## src/rtl/shift_seq_arb.sv

```systemverilog
// rtl/shift_seq_arb.sv - two-requester round-robin arbitrated iterative 16-bit shift/rotate engine
module shift_seq_arb #(
    parameter logic RR_RESET_PTR = 1'b0
) (
    input  logic        clk,
    input  logic        rst,
    input  logic        req0_valid,
    output logic        req0_ready,
    input  logic [15:0] req0_in,
    input  logic [3:0]  req0_cnt,
    input  logic [1:0]  req0_op,
    input  logic        req1_valid,
    output logic        req1_ready,
    input  logic [15:0] req1_in,
    input  logic [3:0]  req1_cnt,
    input  logic [1:0]  req1_op,
    output logic        resp_valid,
    input  logic        resp_ready,
    output logic        resp_id,
    output logic [15:0] resp_out,
    output logic        busy
);

    localparam logic [1:0] S_IDLE  = 2'd0;
    localparam logic [1:0] S_SHIFT = 2'd1;
    localparam logic [1:0] S_DONE  = 2'd2;

    localparam logic [1:0] OP_ROL = 2'd0;
    localparam logic [1:0] OP_SLL = 2'd1;
    localparam logic [1:0] OP_ROR = 2'd2;

    logic [1:0]  state;
    logic [1:0]  k;
    logic [15:0] data_q;
    logic [3:0]  cnt_q;
    logic [1:0]  op_q;
    logic        id_q;
    logic        ptr;

    logic        grant_any;
    logic        grant_id;
    logic [3:0]  amt;

    // Rotations use a doubled operand so the wrapped bits fall into the kept half.
    function automatic logic [15:0] shift_step(input logic [15:0] d,
                                               input logic [1:0]  op,
                                               input logic [3:0]  s);
        logic [31:0] dd;
        logic [15:0] r;
        dd = {d, d};
        case (op)
            OP_ROL: begin
                dd = dd << s;
                r  = dd[31:16];
            end
            OP_SLL: r = d << s;
            OP_ROR: begin
                dd = dd >> s;
                r  = dd[15:0];
            end
            default: r = $signed(d) >>> s;
        endcase
        return r;
    endfunction

    always_comb begin
        grant_any = req0_valid | req1_valid;
        grant_id  = (req0_valid & req1_valid) ? ptr : req1_valid;
    end

    assign req0_ready = (state == S_IDLE) & req0_valid & ~grant_id;
    assign req1_ready = (state == S_IDLE) & req1_valid & grant_id;
    assign amt        = 4'b0001 << k;

    assign resp_valid = (state == S_DONE);
    assign busy       = (state != S_IDLE);
    assign resp_out   = data_q;
    assign resp_id    = id_q;

    always_ff @(posedge clk) begin
        if (rst) begin
            state  <= S_IDLE;
            k      <= 2'd0;
            data_q <= 16'h0000;
            cnt_q  <= 4'd0;
            op_q   <= 2'd0;
            id_q   <= 1'b0;
            ptr    <= RR_RESET_PTR;
        end else begin
            case (state)
                S_IDLE: begin
                    if (grant_any) begin
                        data_q <= grant_id ? req1_in  : req0_in;
                        cnt_q  <= grant_id ? req1_cnt : req0_cnt;
                        op_q   <= grant_id ? req1_op  : req0_op;
                        id_q   <= grant_id;
                        ptr    <= ~grant_id;
                        k      <= 2'd0;
                        state  <= S_SHIFT;
                    end
                end
                S_SHIFT: begin
                    // Stage k contributes 2^k positions only when its count bit is set.
                    if (cnt_q[k]) begin
                        data_q <= shift_step(data_q, op_q, amt);
                    end
                    k <= k + 2'd1;
                    if (k == 2'd3) begin
                        state <= S_DONE;
                    end
                end
                S_DONE: begin
                    if (resp_ready) begin
                        state <= S_IDLE;
                    end
                end
                default: state <= S_IDLE;
            endcase
        end
    end

endmodule
```

## config.mk

```make
export PLATFORM = sky130hd
export DESIGN_NAME = shift_seq_arb
export DESIGN_NICKNAME = d
export VERILOG_FILES = /design/src/rtl/shift_seq_arb.sv
export SDC_FILE = /design/constraint.sdc
export NUM_CORES = 1
export LEC_CHECK = 0
export ABC_AREA = 1
export BUFFER_PORTS_ARGS = -buffer_cell sky130_fd_sc_hd__buf_2
export CAP_MARGIN = 40
export CELL_PAD_IN_SITES_DETAIL_PLACEMENT = 1
export CELL_PAD_IN_SITES_GLOBAL_PLACEMENT = 1
export CORE_MARGIN = 1
export CORE_UTILIZATION = 35
export DETAILED_ROUTE_END_ITERATION = 10
export PLACE_DENSITY = 0.75
export SLEW_MARGIN = 10
export SYNTH_ARGS = -nofsm -noshare
export SYNTH_HDL_FRONTEND = slang
export SYNTH_SLANG_ARGS = --single-unit
```

## constraint.sdc

```tcl
create_clock -name clk -period 5.49 [get_ports clk]
set_clock_uncertainty 0.15 [all_clocks]
set_input_delay 1.098 -clock clk [delete_from_list [all_inputs] [get_ports clk]]
set_output_delay 1.098 -clock clk [all_outputs]
set_load 0.005 [all_outputs]
```

After elaboration in Yosys (flattened, before gate mapping)
Index checks and enable logic that the tools add are counted.
{"block": "word_totals", "register_bits": 28, "in_bits": 49, "out_inout_bits": 21, "elab_cells": 54}
{"block": "classes", "add_sub_neg": 1, "order_cmp": 1, "eq_ne": 9, "shift": 5, "mux": 16, "n_bitwise": 7, "reduce_logical": 8}
{"cell": "two-way mux 16 bit", "count": 3}
{"cell": "one-hot mux 16 bit (3 select lines)", "count": 1}
{"cell": "one-hot mux 16 bit (2 select lines)", "count": 1}
{"cell": "left shift 32 x 4 -> 32 bit", "count": 1}
{"cell": "right shift 32 x 4 -> 16 bit", "count": 1}
{"cell": "left shift 16 x 4 -> 16 bit", "count": 1}
{"cell": ">>> shifter 16 x 4 -> 16 bit", "count": 1}
{"cell": "two-way mux 2 bit", "count": 5}
{"cell": "equality test 2 bit (second input constant)", "count": 3}
{"cell": "inequality test 2 bit (second input constant)", "count": 3}
{"cell": "one-hot mux 2 bit (3 select lines)", "count": 1}
{"cell": "AND reduction 3 bit", "count": 2}
{"cell": "AND 1 bit", "count": 5}
{"cell": "equality test 2 x 1 -> 1 bit (second input constant)", "count": 2}
{"cell": "logical NOT 2 bit", "count": 2}
{"cell": "two-way mux 4 bit", "count": 1}
{"cell": "one-hot mux 2 bit (2 select lines)", "count": 1}
{"cell": "AND reduction 2 bit", "count": 2}
{"cell": "nonzero test 2 bit", "count": 2}
{"cell": "left shift 1 x 2 -> 4 bit (first input constant)", "count": 1}
{"cell": "less-than comparator 2 x 3 -> 1 bit (second input constant)", "count": 1}
{"cell": "adder 2 x 1 -> 2 bit (second input constant)", "count": 1}
{"cell": "binary-select mux 1 bit (select 2 bit)", "count": 1}
{"cell": "two-way mux 1 bit", "count": 2}
{"cell": "other kinds (3)", "count": 3}

Depth between registers and ports, before layout
Gate-level depths: netlist (run 1).
{"block": "logic_depth", "word_depth": 5, "mapped_depth": 17, "ltp_nobuf": 16}

Worst setup path after synthesis (run 1)
No wires, ideal clock.
{"block": "synth_timing", "path_type": "input-to-output", "from": "input req0_valid", "to": "output req0_ready", "t_arrival_ps": 1699, "t_required_ps": 4242, "slack_ps": 2543, "cell_stages": 4, "n_path_buf": 0, "path_cell_list": "inv_1 o21ai_2 inv_2 nor2_2"}
{"block": "synth_via", "elab_chain_cells": 4}
{"item": "start, declared", "line": "7", "rtl": "input logic req0_valid,"}
{"item": "AND 1 bit", "line": "68", "rtl": "grant_id = (req0_valid & req1_valid) ? ptr : req1_valid;"}
{"item": "two-way mux 1 bit", "line": "68"}
{"item": "inverter 1 bit", "line": "71", "rtl": "assign req0_ready = (state == S_IDLE) & req0_valid & ~grant_id;"}
{"item": "AND 1 bit *", "line": "71"}
{"item": "end, declared", "line": "8", "rtl": "output logic req0_ready,"}
Mark *: on every way between the ends. The rest lies on a longest branch, timed or not.

Worst setup path after layout (run 1)
Same ends and word-level chain as after synthesis.

==> results of run 1 <==
==> cells in the final DEF, fill, tap and decap left out <==
cell type / instances
a211oi_1: 1
a21boi_1: 1
a21oi_1: 39
a21oi_2: 6
a31oi_1: 2
buf_16: 1
buf_2: 69
buf_4: 7
buf_8: 1
bufinv_16: 1
clkbuf_8: 3
clkinv_1: 2
dfxtp_1: 28
ha_1: 6
inv_1: 46
inv_2: 6
inv_4: 2
nand2_1: 295
nand2_2: 7
nand2_4: 2
nand3_1: 117
nand3_2: 1
nand3b_1: 1
nand4_1: 2
nor2_1: 39
nor2_2: 3
nor2_4: 2
nor3_1: 1
o2111ai_1: 1
o211ai_1: 10
o211ai_2: 4
o21a_1: 1
o21ai_0: 33
o21ai_1: 21
o21ai_2: 6
o21ai_4: 1
o22ai_1: 1
o31ai_1: 1
or2_1: 1
==> cell type report <==
class,count,share of cell area
clock buffer,3,0.00962
sequential,28,0.131
multi-input combinational,605,0.660
clock inverter,1,0.00700
inverter,56,0.0502
tap,136,0.0397
timing repair buffer,78,0.103
==> per-layer routing <==
metal,wire length [µm],global-route usage,up-vias
met3,717,0.0170,26
met5,0,0,-
li1,-,-,2467
met4,452,0.0939,0
met2,7860,0.505,142
met1,7540,0.392,2425
==> power by group <==
group / switching (W) / internal [W] / total, W
Combinational: 0.000462 / 0.000210 / 0.000672
Clock: 0.0000688 / 0.0000978 / 0.000167
Sequential: 0.0000444 / 0.000228 / 0.000272
Total: 0.000576 / 0.000535 / 0.00111
==> worst max-delay path: stages <==
cell     delay [ps]
buf_2            80
inv_1            40
o21ai_2         560
inv_2           310
nor2_2          340
buf_2           180
==> registers in the layout, summed over array words and instances (netlist names) <==
signal	cells
resp_out	16
cnt_q	4
k	2
op_q	2
state	2
ptr	1
resp_id	1
==> Yosys cell counts, drive strengths merged (2+ instances only) <==
| cell | number |
|---|---|
| o21ai | 61 |
| a21oi | 45 |
| clkinv | 2 |
| clkbuf | 12 |
| buf | 29 |
| ha | 6 |
| o211ai | 14 |
| nand3 | 118 |
| nand2 | 304 |
| inv | 54 |
| a31oi | 2 |
| nor2 | 44 |
| nand4 | 2 |
| dfxtp | 28 |
==> cells by family after synthesis <==
| kind of cell | Yosys count | synth area share |
|---|---|---|
| DFF | 28 | 0.145 |
| adders and majority gates | 6 | 0.0194 |
| and+or+nand+nor | 471 | 0.515 |
| buffers and inverters | 97 | 0.121 |
| AOI/OAI and AO/OA | 128 | 0.199 |
==> per-stage QoR <==
step / setup slack (ps) / power [W]
global placement: 1750 / 0.000912
floorplan: 2540 / 0.000734
CTS: 1640 / 0.00110
global route: 1440 / 0.00119
detailed placement: 1640 / 0.000936
finish: 1630 / 0.00111
==> path summary, 6_finish.rpt <==
| kind | startpoint | end | slack, ps | cells past startpoint |
|---|---|---|---|---|
| max reg2reg | k[0] | resp_out[5] | 2330 | 13 |
| min reg2reg | resp_id | resp_id | 400 | 2 |
| max | req0_valid | req0_ready | 1630 | 6 |
| min | resp_id | resp_id | 400 | 2 |
==> results.tsv, run 1 <==
metric	value	unit
syn nets	785	
CTS tree	done	
library cells used by synthesis	39	
1st-iter DRT viols	396	
final critical-path share of the clock period	0.703	
routability cong.	0.981	
Seq cells post-synth	28	
Synth area leaders	nand2_1, nand3_1, dfxtp_1	
Hold WC Path Type	flip-flop to flip-flop	
Post-Syn Area	3860	µm²
io pins	70	
Num CTS Buffers	3	
Chip Height	107	µm
Reg clk slew, reported paths	100	ps
Via density	5.58	
first-pass GRT wire length	26.3	mm
Pwr Density	259	nW/µm²
area share of the largest cell type after synthesis	0.287	
number of synthesis warnings	0	
fmax	0.259	GHz
core box area	10500	µm²
ANT cells	0	
Final Critical Period	3860	ps
Hold Buf Count CTS	0	
Total Routing Usage GR	0.294	
RSZ-0062 raised after global routing	no	
final wirelength	16.6	mm
Slew HR	0.434	
Slew Limit Fails	0	
Min Hold Slack	396	ps
vias in the first global route	4895	
max cap viols	0	
startpoint types	primary input	
Cells after Synth	730	
share of post-route cells with drive strength above 1	0.158	
Register Area	561	µm²
CTS resizes	0	
multi-input combinational cell area	2830	µm²
FP Rows	37	
post-route cell area	4290	µm²
Post CTS Setup Buffer Count	0	
critical path arrival	2610	ps
PortBufs	69	
clk sinks	28	
Die ar.	11500	µm²
actual slew at the worst max-slew pin	849	ps
Skew-Pair Late Insertion Delay	280	ps
H-tree depth	1	
placed insts	903	
endpoint class of the critical path	output port	
final std cells w/o fill	907	
Initial Util	0.368	
Die X	107	µm
Peak VDD IR	0.121	mV
share of synthesized registers carrying an async set or reset	0	
root buf cell	clkbuf_8	
Crit Path Class	primary input to output port	
status	completed	
Hold Vio Cnt, Final	0	
DP Wirelength	13.0	mm
DR vias	5060	
Post-synth EDFFs	0	
Overflow after GRT	0	
Lkg Pwr	2.19	nW
Synth Area per Inst	5.29	µm²
Fill cells	1562	
DRC errors left	0	
Synth area leader	nand2_1	
DRT Pass-1 Iters	4	
final setup violation count	0	
largest net degree at the start of global routing	40	
predominant post-synthesis flop cell	dfxtp_1	
DRT antenna net count	0	
Crit Path Max Fanout	18	
Setup TNS Final	0	ps
placed instance area	4220	µm²
wire length per cell	18.3	µm
Worst EP required	4240	ps
initial antenna violation count	0	
part of the Yosys area used for sequential elements	0.145	
Max clock buf depth	2	
Final nets	827	
fin util	0.408	
synthesis-to-layout area growth	11.1	%
Note: power is estimated with default switching activity, not from simulation.
==> inputs of run 2 (changes only) <==
- clock period: 5.49 -> 3.7 ns (I/O delays scaled with it)
==> run 2 against run 1 <==
Net effect: combinational power grew 52%; setup slack worse by 1100 ps; first-iteration DRC count increased by 3.8%; highest routed layer unchanged.
==> results.tsv, run 2 (same netlist as run 1, synthesis figures left out) <==
metric	value	unit	change
Worst Setup SP	k[0]		
reg-to-reg startpoint	k[0]		
1st-iter DRT viols	411		+3.8%
hold_sp	resp_id		
Crit Path Class	flip-flop to flip-flop		
worst hold path cell count	2		unchanged
DRC errors left	0		unchanged
RSZ-0062 raised after global routing	no		
pre-CTS WS	691	ps	-953 ps
Worst EP required	3790	ps	-450 ps
DP Wirelength	13.9	mm	+6.7%
Hold Buf Count CTS	0		unchanged
Peak VDD IR	0.177	mV	+46%
Logic pwr share	0.622		+0.017
Fill cells	1543		-1.2%
Slew HR	0.404		-0.0303
routability cong.	1.04		+6.3%
R2R Path End	resp_out[5]		
final setup violation count	0		unchanged
DRT Pass-1 Iters	5		+1
CTS tree	done		
Register Area	561	µm²	unchanged
Overflow after GRT	0		unchanged
Setup TNS Final	0	ps	unchanged
Hold Vio Cnt, Final	0		unchanged
switching share of power	0.540		+0.0224
H-tree depth	1		unchanged
synthesis-to-layout area growth	11.4	%	
crit-path max cell delay	780	ps	+220 ps
Flop pwr share	0.249		+0.004
endpoint class of the critical path	flip-flop		
Pint	0.000752	W	+40%
max reg flops	16		unchanged
status	completed		
largest net degree at the start of global routing	39		-2.5%
final critical-path share of the clock period	0.848		
Crit Path Max Fanout	19		+1
Initial Util	0.368		unchanged
Num CTS Buffers	3		unchanged
Final Critical Period	3140	ps	
actual slew at the worst max-slew pin	894	ps	+45.5 ps
Hold Path End	resp_id		
most used cell, CP	nand2_1		
DR vias	5244		+3.6%
DRT antenna net count	0		unchanged
initial antenna violation count	0		unchanged
Pwr Density	380	nW/µm²	+47%
core box area	10500	µm²	unchanged
share of post-route cells with drive strength above 1	0.164		+0.00542
Setup WS post-layout	562	ps	-1070 ps
Total Routing Usage GR	0.318		+0.0241
critical path arrival	3220	ps	+610 ps
Clk pwr share	0.129		-0.021
Hold WC Path Type	flip-flop to flip-flop		
final wirelength	17.7	mm	+7.0%
Lkg Pwr	2.20	nW	+0.56%
ANT cells	0		unchanged
startpoint types	flip-flop		
wire length per cell	19.4	µm	+6.4%
fmax	0.319	GHz	
vias in the first global route	5259		+7.4%
Die ar.	11500	µm²	unchanged
Critical Path, Cell by Cell	inv_1, ha_1, inv_4, nand2_1, o21ai_2, nand2_1, nand2_1, nand2_1, nand2_1, o21ai_0, o21ai_1, a21oi_1		
Sw Pwr	0.000885	W	+54%
FP Rows	37		unchanged
io pins	70		unchanged
Skew-Pair Late Insertion Delay	290	ps	about the same
Chip Height	107	µm	unchanged
clk sinks	28		unchanged
Slew Limit Fails	0		unchanged
first-pass GRT wire length	28.0	mm	+6.4%
Post CTS Setup Buffer Count	0		unchanged
Via density	5.75		+3.1%
slowest CP cell	ha_1		
multi-input combinational cell area	2830	µm²	unchanged
max cap viols	0		unchanged
most common cell after layout, fill and taps aside	nand2_1		
final std cells w/o fill	912		+0.55%
root buf cell	clkbuf_8		
PortBufs	69		unchanged
CTS resizes	0		unchanged
Final nets	832		+0.60%
Reg clk slew, reported paths	110	ps	about the same
internal reg-to-reg setup slack	560	ps	-1770 ps
Max clock buf depth	2		unchanged
commonest non-fill, non-tap cells in the layout	nand2_1, nand3_1, buf_2		
Die X	107	µm	unchanged
placed insts	908		+0.55%
Worst Reg-to-Reg Cells	12		-1
[run 2: cell types whose count changed in the layout (fill, tap and decap cells not counted)]
cell / change
clkbuf_8: +1
bufinv_16: -1
buf_8: -1
buf_4: +6
[run 2: cell type report]
type / count / share of cell area
tap: 136 / 0.0395
inverter: 56 / 0.0500
clock buffer: 4 / 0.0128
timing repair buffer: 83 / 0.109
multi-input combinational: 605 / 0.658
sequential: 28 / 0.130
[run 2: worst max-delay path by stage]
stage / to
4_1_cts: resp_out[5]
6_report: resp_out[5]
3_5_place_dp: resp_out[5]
2_1_floorplan: req0_ready
5_1_grt: resp_out[5]
3_3_place_gp: resp_out[5]
[run 2: worst max-delay path, delay by kind of cell (launching register included)]
| family | cells | cell delay (ps) |
|---|---|---|
| buffers and inverters | 2 | 430 |
| AO/OA/AOI/OAI | 4 | 800 |
| adder cells (fa/ha/maj) | 1 | 780 |
| AND/OR/NAND/NOR | 5 | 540 |
| flip-flops | 1 | 380 |
[run 2: metal layers]
layer / up-vias / share of wire / GRT usage
met4: 0 / 0.047 / 0.151
met5: - / 0 / 0
li1: 2480 / - / -
met2: 192 / 0.47 / 0.540
met1: 2520 / 0.43 / 0.398
met3: 52 / 0.052 / 0.0407
[run 2: metrics by stage]
stage,util,hold WS (ps),area (µm²),total power (W)
CTS,0.410,397,4300,0.00163
floorplan,-,343,3860,0.00109
global placement,0.401,347,4210,0.00137
finish,0.410,389,4300,0.00164
detailed placement,0.404,364,4250,0.00141
global route,0.410,436,4300,0.00176
[run 2: power groups by stage]
stage                     logic [W]  registers, W  clock network, W
after floorplan            0.000706      0.000382                 0
after global placement     0.000961      0.000410                 0
after detailed placement   0.000999      0.000412                 0
after CTS                   0.00100      0.000405          0.000216
after global routing        0.00112      0.000411          0.000226
final                       0.00102      0.000408          0.000211
